--- config.mk ---
export PLATFORM = sky130hd
export DESIGN_NAME = gps_flat
export DESIGN_NICKNAME = d
export VERILOG_FILES = /design/src/rtl/gps_if.sv /design/src/rtl/gps.sv /design/src/flat_wrapper.sv
export SDC_FILE = /design/constraint.sdc
export NUM_CORES = 2
export LEC_CHECK = 0
export CORE_MARGIN = 10
export CORE_UTILIZATION = 40
export DETAILED_ROUTE_END_ITERATION = 10
export GPL_TIMING_DRIVEN = 1
export SLEW_MARGIN = 20
export SYNTH_ARGS = -nofsm -noshare
export SYNTH_HDL_FRONTEND = slang
export SYNTH_SLANG_ARGS = --single-unit
export TNS_END_PERCENT = 100
--- constraint.sdc ---
create_clock -name clk -period 40 [get_ports clk]
set_input_delay 4 -clock clk [delete_from_list [all_inputs] [get_ports clk]]
set_output_delay 4 -clock clk [all_outputs]
set_load 0.03 [all_outputs]
--- src/rtl/gps_if.sv ---
// Host-side bus of the GPS control core: bit-serial host link plus the
// program RAM write port driven during boot.
interface gps_if #(
   parameter int PROG_AW = 11
);
   logic               tck;
   logic               tdi;
   logic               shift;
   logic [1:0]         sel;
   logic               tdo;
   logic               prog_we;
   logic [PROG_AW-1:0] prog_addr;
   logic [7:0]         prog_wdata;

   modport master (output tck, tdi, shift, sel,
                   input  tdo, prog_we, prog_addr, prog_wdata);
   modport slave  (input  tck, tdi, shift, sel,
                   output tdo, prog_we, prog_addr, prog_wdata);
endinterface

--- src/rtl/gps.sv ---
// GPS receiver host control core: serial boot loader, command decoder and
// 1-bit sample capture buffer. Define GPS_LIMITER_SYNC_EN to double-sync limiter.
module gps #(
   parameter int PROG_AW = 11,
   parameter int SAMP_AW = 10,
   parameter int CMD_MAX = 8
) (
   input  logic        clk,
   input  logic        rst,
   input  logic        limiter,
   gps_if.slave        host,
   output logic        hb_rdy,
   output logic        core_run,
   output logic [7:0]  chan,
   output logic [15:0] sv_phase,
   output logic [15:0] sv_prn,
   output logic [31:0] rate_ca,
   output logic [31:0] rate_lo,
   output logic [15:0] mask,
   output logic        samp_busy
);
   localparam int DEPTH = 1 << SAMP_AW;
   localparam int CW    = $clog2(CMD_MAX + 1);
   // Byte 7 is counted but no command decodes it, so only 0..6 are kept.
   localparam int KEEP  = 7;

   logic [1:0]           tck_s, tdi_s, shift_s, sel_m, sel_s;
   logic                 tck_q, shift_q;
   logic [2:0]           bit_cnt;
   logic [6:0]           byte_sr;
   logic [CW-1:0]        byte_cnt;
   logic [KEEP-1:0][7:0] cmd_buf;
   logic [63:0]          resp;
   logic [1:0]           boot_dly;
   logic                 prog_we;
   logic [PROG_AW-1:0]   prog_addr;
   logic [7:0]           prog_wdata;
   logic [DEPTH-1:0]     samp_mem;
   logic [SAMP_AW-1:0]   wr_ptr, rd_ptr;
   logic                 lim_q;

   logic       tck_rise, capture, update, boot, cmd, bit_en;
   logic [7:0] byte_nxt;

`ifdef GPS_LIMITER_SYNC_EN
   logic [1:0] lim_s;
   always_ff @(posedge clk or posedge rst)
      if (rst) lim_s <= '0;
      else     lim_s <= {lim_s[0], limiter};
   assign lim_q = lim_s[1];
`else
   logic lim_r;
   always_ff @(posedge clk or posedge rst)
      if (rst) lim_r <= 1'b0;
      else     lim_r <= limiter;
   assign lim_q = lim_r;
`endif

   always_ff @(posedge clk or posedge rst)
      if (rst) begin
         tck_s   <= '0;
         tdi_s   <= '0;
         shift_s <= '0;
         sel_m   <= '0;
         sel_s   <= '0;
         tck_q   <= 1'b0;
         shift_q <= 1'b0;
      end else begin
         tck_s   <= {tck_s[0], host.tck};
         tdi_s   <= {tdi_s[0], host.tdi};
         shift_s <= {shift_s[0], host.shift};
         sel_m   <= host.sel;
         sel_s   <= sel_m;
         tck_q   <= tck_s[1];
         shift_q <= shift_s[1];
      end

   assign tck_rise = tck_s[1] & ~tck_q;
   assign capture  = shift_s[1] & ~shift_q;
   assign update   = ~shift_s[1] & shift_q;
   assign boot     = (sel_s == 2'b01);
   assign cmd      = (sel_s == 2'b10);
   assign bit_en   = tck_rise & shift_s[1] & ~capture & (boot | cmd);
   assign byte_nxt = {tdi_s[1], byte_sr};

   always_ff @(posedge clk or posedge rst)
      if (rst) begin
         bit_cnt    <= '0;
         byte_sr    <= '0;
         byte_cnt   <= '0;
         cmd_buf    <= '0;
         resp       <= '0;
         boot_dly   <= '0;
         prog_we    <= 1'b0;
         prog_addr  <= '0;
         prog_wdata <= '0;
         core_run   <= 1'b0;
         hb_rdy     <= 1'b0;
         chan       <= '0;
         sv_phase   <= '0;
         sv_prn     <= '0;
         rate_ca    <= '0;
         rate_lo    <= '0;
         mask       <= '0;
         samp_busy  <= 1'b0;
         samp_mem   <= '0;
         wr_ptr     <= '0;
         rd_ptr     <= '0;
      end else begin
         prog_we  <= 1'b0;
         hb_rdy   <= 1'b0;
         boot_dly <= {boot_dly[0], update & boot};
         if (boot_dly[1]) core_run <= 1'b1;
         // Address advances only after the write strobe has used it.
         if (prog_we) prog_addr <= prog_addr + PROG_AW'(1);

         if (capture) begin
            bit_cnt  <= '0;
            byte_cnt <= '0;
            cmd_buf  <= '0;
            if (boot) begin
               prog_addr <= '0;
               core_run  <= 1'b0;
            end
         end else if (bit_en) begin
            byte_sr <= byte_nxt[7:1];
            bit_cnt <= bit_cnt + 3'd1;
            if (cmd) resp <= {1'b0, resp[63:1]};
            if (bit_cnt == 3'd7) begin
               if (boot) begin
                  prog_we    <= 1'b1;
                  prog_wdata <= byte_nxt;
               end
               if (cmd && byte_cnt < CW'(CMD_MAX)) begin
                  if (byte_cnt < CW'(KEEP)) cmd_buf[byte_cnt[2:0]] <= byte_nxt;
                  byte_cnt <= byte_cnt + CW'(1);
               end
            end
         end

         if (update && cmd && byte_cnt != '0) hb_rdy <= 1'b1;

         if (samp_busy) begin
            samp_mem[wr_ptr] <= lim_q;
            wr_ptr           <= wr_ptr + SAMP_AW'(1);
            if (wr_ptr == SAMP_AW'(DEPTH - 1)) samp_busy <= 1'b0;
         end

         // hb_rdy marks the execute cycle of the frame just closed.
         if (hb_rdy) begin
            case (cmd_buf[0])
               8'h00: begin
                  wr_ptr    <= '0;
                  rd_ptr    <= '0;
                  samp_busy <= 1'b1;
               end
               8'h01: mask <= {cmd_buf[2], cmd_buf[1]};
               8'h02: begin
                  chan    <= cmd_buf[1];
                  rate_ca <= {cmd_buf[6], cmd_buf[5], cmd_buf[4], cmd_buf[3]};
               end
               8'h03: begin
                  chan    <= cmd_buf[1];
                  rate_lo <= {cmd_buf[6], cmd_buf[5], cmd_buf[4], cmd_buf[3]};
               end
               8'h06: begin
                  chan     <= cmd_buf[1];
                  sv_phase <= {cmd_buf[3], cmd_buf[2]};
                  sv_prn   <= {cmd_buf[5], cmd_buf[4]};
               end
               8'h09: begin
                  for (int i = 0; i < 64; i++)
                     resp[i] <= samp_mem[rd_ptr + SAMP_AW'(i)];
                  rd_ptr <= rd_ptr + SAMP_AW'(64);
               end
               default: ;
            endcase
         end
      end

   assign host.tdo        = resp[0];
   assign host.prog_we    = prog_we;
   assign host.prog_addr  = prog_addr;
   assign host.prog_wdata = prog_wdata;
endmodule

--- src/flat_wrapper.sv ---
// flat-port wrapper written by rule: the top's interface ports become plain ports
module gps_flat 
#(
   parameter int PROG_AW = 11,
   parameter int SAMP_AW = 10,
   parameter int CMD_MAX = 8
)
  (clk, rst, limiter, hb_rdy, core_run, chan, sv_phase, sv_prn, rate_ca, rate_lo, mask, samp_busy, host_tck, host_tdi, host_shift, host_sel, host_tdo, host_prog_we, host_prog_addr, host_prog_wdata);
  gps_if #(.PROG_AW(PROG_AW)) host_i ();
  input  logic clk;
  input  logic rst;
  input  logic limiter;
  output logic hb_rdy;
  output logic core_run;
  output logic [7:0] chan;
  output logic [15:0] sv_phase;
  output logic [15:0] sv_prn;
  output logic [31:0] rate_ca;
  output logic [31:0] rate_lo;
  output logic [15:0] mask;
  output logic samp_busy;
  input wire logic [$bits(host_i.tck)-1:0] host_tck;
  input wire logic [$bits(host_i.tdi)-1:0] host_tdi;
  input wire logic [$bits(host_i.shift)-1:0] host_shift;
  input wire logic [$bits(host_i.sel)-1:0] host_sel;
  output wire logic [$bits(host_i.tdo)-1:0] host_tdo;
  output wire logic [$bits(host_i.prog_we)-1:0] host_prog_we;
  output wire logic [$bits(host_i.prog_addr)-1:0] host_prog_addr;
  output wire logic [$bits(host_i.prog_wdata)-1:0] host_prog_wdata;
  assign host_i.tck = host_tck;
  assign host_i.tdi = host_tdi;
  assign host_i.shift = host_shift;
  assign host_i.sel = host_sel;
  assign host_tdo = host_i.tdo;
  assign host_prog_we = host_i.prog_we;
  assign host_prog_addr = host_i.prog_addr;
  assign host_prog_wdata = host_i.prog_wdata;
  gps #(.PROG_AW(PROG_AW), .SAMP_AW(SAMP_AW), .CMD_MAX(CMD_MAX)) u_core (.clk(clk), .rst(rst), .limiter(limiter), .host(host_i), .hb_rdy(hb_rdy), .core_run(core_run), .chan(chan), .sv_phase(sv_phase), .sv_prn(sv_prn), .rate_ca(rate_ca), .rate_lo(rate_lo), .mask(mask), .samp_busy(samp_busy));
endmodule
==> impl_metrics.json <==
{
  "synthAdderAreaFrac_pct": 0.2380,
  "h-tree-depth": 4,
  "synth_top_cell_area_share_pct": 52.75,
  "gp_congestion": 0.7622,
  "swShare_pct": 22.58,
  "worstSetupEndpointType": "async pin",
  "die_w_um": 417.2,
  "clkSlewWorstSetupHoldPaths_ns": 0.06,
  "combinationalPowerShare_pct": 1.7,
  "async_reset_ff_share_pct": 100.0,
  "clock_path_buffers": 3,
  "worst_slew_pin_slew_ns": 1.318,
  "ys_ff_latch": 1330,
  "p_clk_share_pct": 50.4,
  "period_needed_ns": 8.228,
  "hp-class": "reg2reg",
  "placeableCoreArea_um2": 156600,
  "p_seq_share_pct": 47.9,
  "crit_arrival_ns": 9.08,
  "synth_area_leader_cell": "dfrtp_1",
  "setup_tns_ns": 0,
  "finalInstanceArea_um2": 71370,
  "power_density_nw_per_um2": 39.64,
  "first_iter_violations": 3543,
  "synth_compound_area_share_pct": 2.376,
  "leakagePower_uw": 0.03156,
  "total_power_uw": 2829,
  "rows": 145,
  "start_kind": "input pin",
  "cts.repair.resized": 0,
  "slowest_stage": "buf_4",
  "synth-seq-area-share_pct": 52.75,
  "finalHoldViolCount": 0,
  "min_period_over_period_pct": 20.57,
  "grt_pass1_vias": 40851,
  "synth_cell_types": 50,
  "routedWlPerCell_um": 25.25,
  "vias_per_cell": 5.659,
  "io_buffers": 151,
  "wl_mm": 179.0,
  "yosys.area_share.simple_pct": 8.866,
  "path_class": "in2async",
  "synthMuxAreaShare_pct": 32.65,
  "whs_ns": 0.3457,
  "crit_chain": "clkdlybuf4s50_1, clkinvlp_4, buf_4, buf_4, buf_4, buf_4, buf_4",
  "netlist_instances": 4973,
  "grt_first_pass_wirelength_mm": 271.4,
  "status": "finished clean",
  "final_common_cell": "dfrtp_1",
  "die-area_um2": 174000,
  "ir_drop_v": 0.00004479,
  "synth_edf_count": 0,
  "critical_path_required_ns": 40.85,
  "drv_cap": 0,
  "synth_area_um2": 63100,
  "io_pins": 152,
  "rsz0062_at_grt": "false",
  "synth_top_family_by_area": "multiplexers",
  "fin_ws_ns": 31.77,
  "die_h_um": 417.2,
  "cts_tree": "done",
  "mostFrequentLayoutCells": "dfrtp_1 (1325), mux2_2 (899), nor2_1 (870)",
  "synthXorXnorAreaFrac_pct": 0.2221,
  "crit_path_frequent_cell": "buf_4",
  "path_max_fanout": 73,
  "max_freq_mhz": 121.5,
  "clk_latency_ns": 0.81,
  "postPlaceCellArea_um2": 66210,
  "antenna_left": 0,
  "vias": 40117,
  "crit_path_max_incr_delay_ns": 0.85,
  "cts_made_buffers": 149,
  "finalMaxSlewViolations": 0,
  "grt-ovfl-total": 0,
  "yosys_warnings": 0,
  "post_cts.repair.setup_buffers": 0,
  "antenna_found_initial": 6,
  "start_util_pct": 40.30,
  "p_sw_uw": 638.8,
  "hpwl_mm": 98.79,
  "setup_viol": 0,
  "synthesis.nets": 4993,
  "yosys-top-cells-area": "dfrtp_1 (53%), mux2_2 (16%), mux4_2 (9.1%)",
  "drc": 0,
  "layout-drive-gt1-share_pct": 30.47,
  "min_path_cells": 0,
  "cts.sinks": 1330,
  "cts_root_buffer": "clkbuf_16",
  "fin_skew_ns": 0.04276,
  "firstDrtPassIters": 5,
  "grt_max_degree": 286,
  "ys.flop_type": "dfrtp_1",
  "dp_worst_setup_slack_ns": 30.58,
  "intPower_uw": 2190,
  "avgSynthCellArea_um2": 12.69,
  "maxSlewHeadroom_pct": 12.16,
  "hold_buffers": 0,
  "rr_worst_depth": 6,
  "fin_nets": 4928,
  "grt_usage_pct": 20.24,
  "syn_to_final_growth_pct": 13.11
}
cells in the mapped netlist (16+ instances only):
| cell | number |
|---|---|
| mux4_2 | 256 |
| mux2i_1 | 178 |
| clkbuf_1 | 319 |
| nand2_1 | 333 |
| nand3_1 | 19 |
| buf_2 | 68 |
| nor2_1 | 871 |
| buf_1 | 53 |
| o22ai_1 | 65 |
| o21ai_0 | 84 |
| mux2_2 | 899 |
| dfrtp_1 | 1330 |
| a211o_1 | 64 |
| mux2_1 | 260 |
| a21oi_1 | 16 |
sequential cells by signal, indices dropped and copies added, names as in the netlist, 8 cells and up:
signal and flops:
u_core.mask 16, u_core.host.prog_addr 11, u_core.samp_mem 1024, u_core.sv_prn 16, u_core.chan 8, u_core.rate_ca 32
u_core.resp 64, u_core.cmd_buf 56, u_core.wr_ptr 10, u_core.rate_lo 32, u_core.sv_phase 16, u_core.host.prog_wdata 8
power by group through the flow:
stage | clock [uW] | combinational, uW | sequential [uW]
2_1_floorplan | 0 | 36.8 | 1380
3_3_place_gp | 0 | 50.2 | 1380
3_5_place_dp | 0 | 50.4 | 1380
4_1_cts | 1460 | 50.6 | 1350
5_1_grt | 1510 | 55.6 | 1350
6_report | 1430 | 48.5 | 1350
final cells by class:
cell class | count | area (um^2)
fillers | 14054 | 85200
flip-flops and latches | 1330 | 33300
multi-input cells | 3188 | 28130
clock buffers | 222 | 4373
well taps | 2058 | 2575
repair buffers | 230 | 2167
clock inverters | 49 | 775.7
inverters | 9 | 37.54
diodes | 3 | 7.507
worst max-delay path, delay by kind of cell:
| kind | cells | cell delay [ns] |
|---|---|---|
| buffers and inverters | 7 | 4.82 |
cells by family after synthesis:
logic type | count (synthesis)
flip-flops | 1330
buffers and inverters | 455
adder cells (fa/ha/maj) | 12
AO/OA/AOI/OAI | 233
XOR/XNOR | 16
multiplexers | 1593
AND/OR/NAND/NOR | 1334
through the flow:
step | cells | util (%)
final | 7089 | 45.58
after global routing | 7086 | 45.58
after CTS | 7086 | 45.58
after detailed placement | 6815 | 42.29
after global placement | 6815 | 42.29
after floorplan | 4973 | -
worst paths after layout:
kind	startpoint	end	slack [ns]
setup / recovery	rst	u_core.samp_mem[641]	31.77
hold / removal	u_core.boot_dly[0]	u_core.boot_dly[1]	0.35
setup reg to reg	u_core.rd_ptr[7]	u_core.resp[6]	36.02
hold reg to reg	u_core.boot_dly[0]	u_core.boot_dly[1]	0.35
max in group clk	u_core.samp_busy	samp_busy	33.69
min in group asynchronous	rst	u_core.cmd_buf[39]	3.69
per-layer routing:
metal / wire, um / part of all wire (%) / global-route usage (%)
met5: 50 / 0.028 / 0
met4: 4736 / 2.6 / 6.228
met3: 10070 / 5.6 / 3.246
met2: 83320 / 47 / 31.73
met1: 80810 / 45 / 28.74
(Power assumes the default switching activity.)
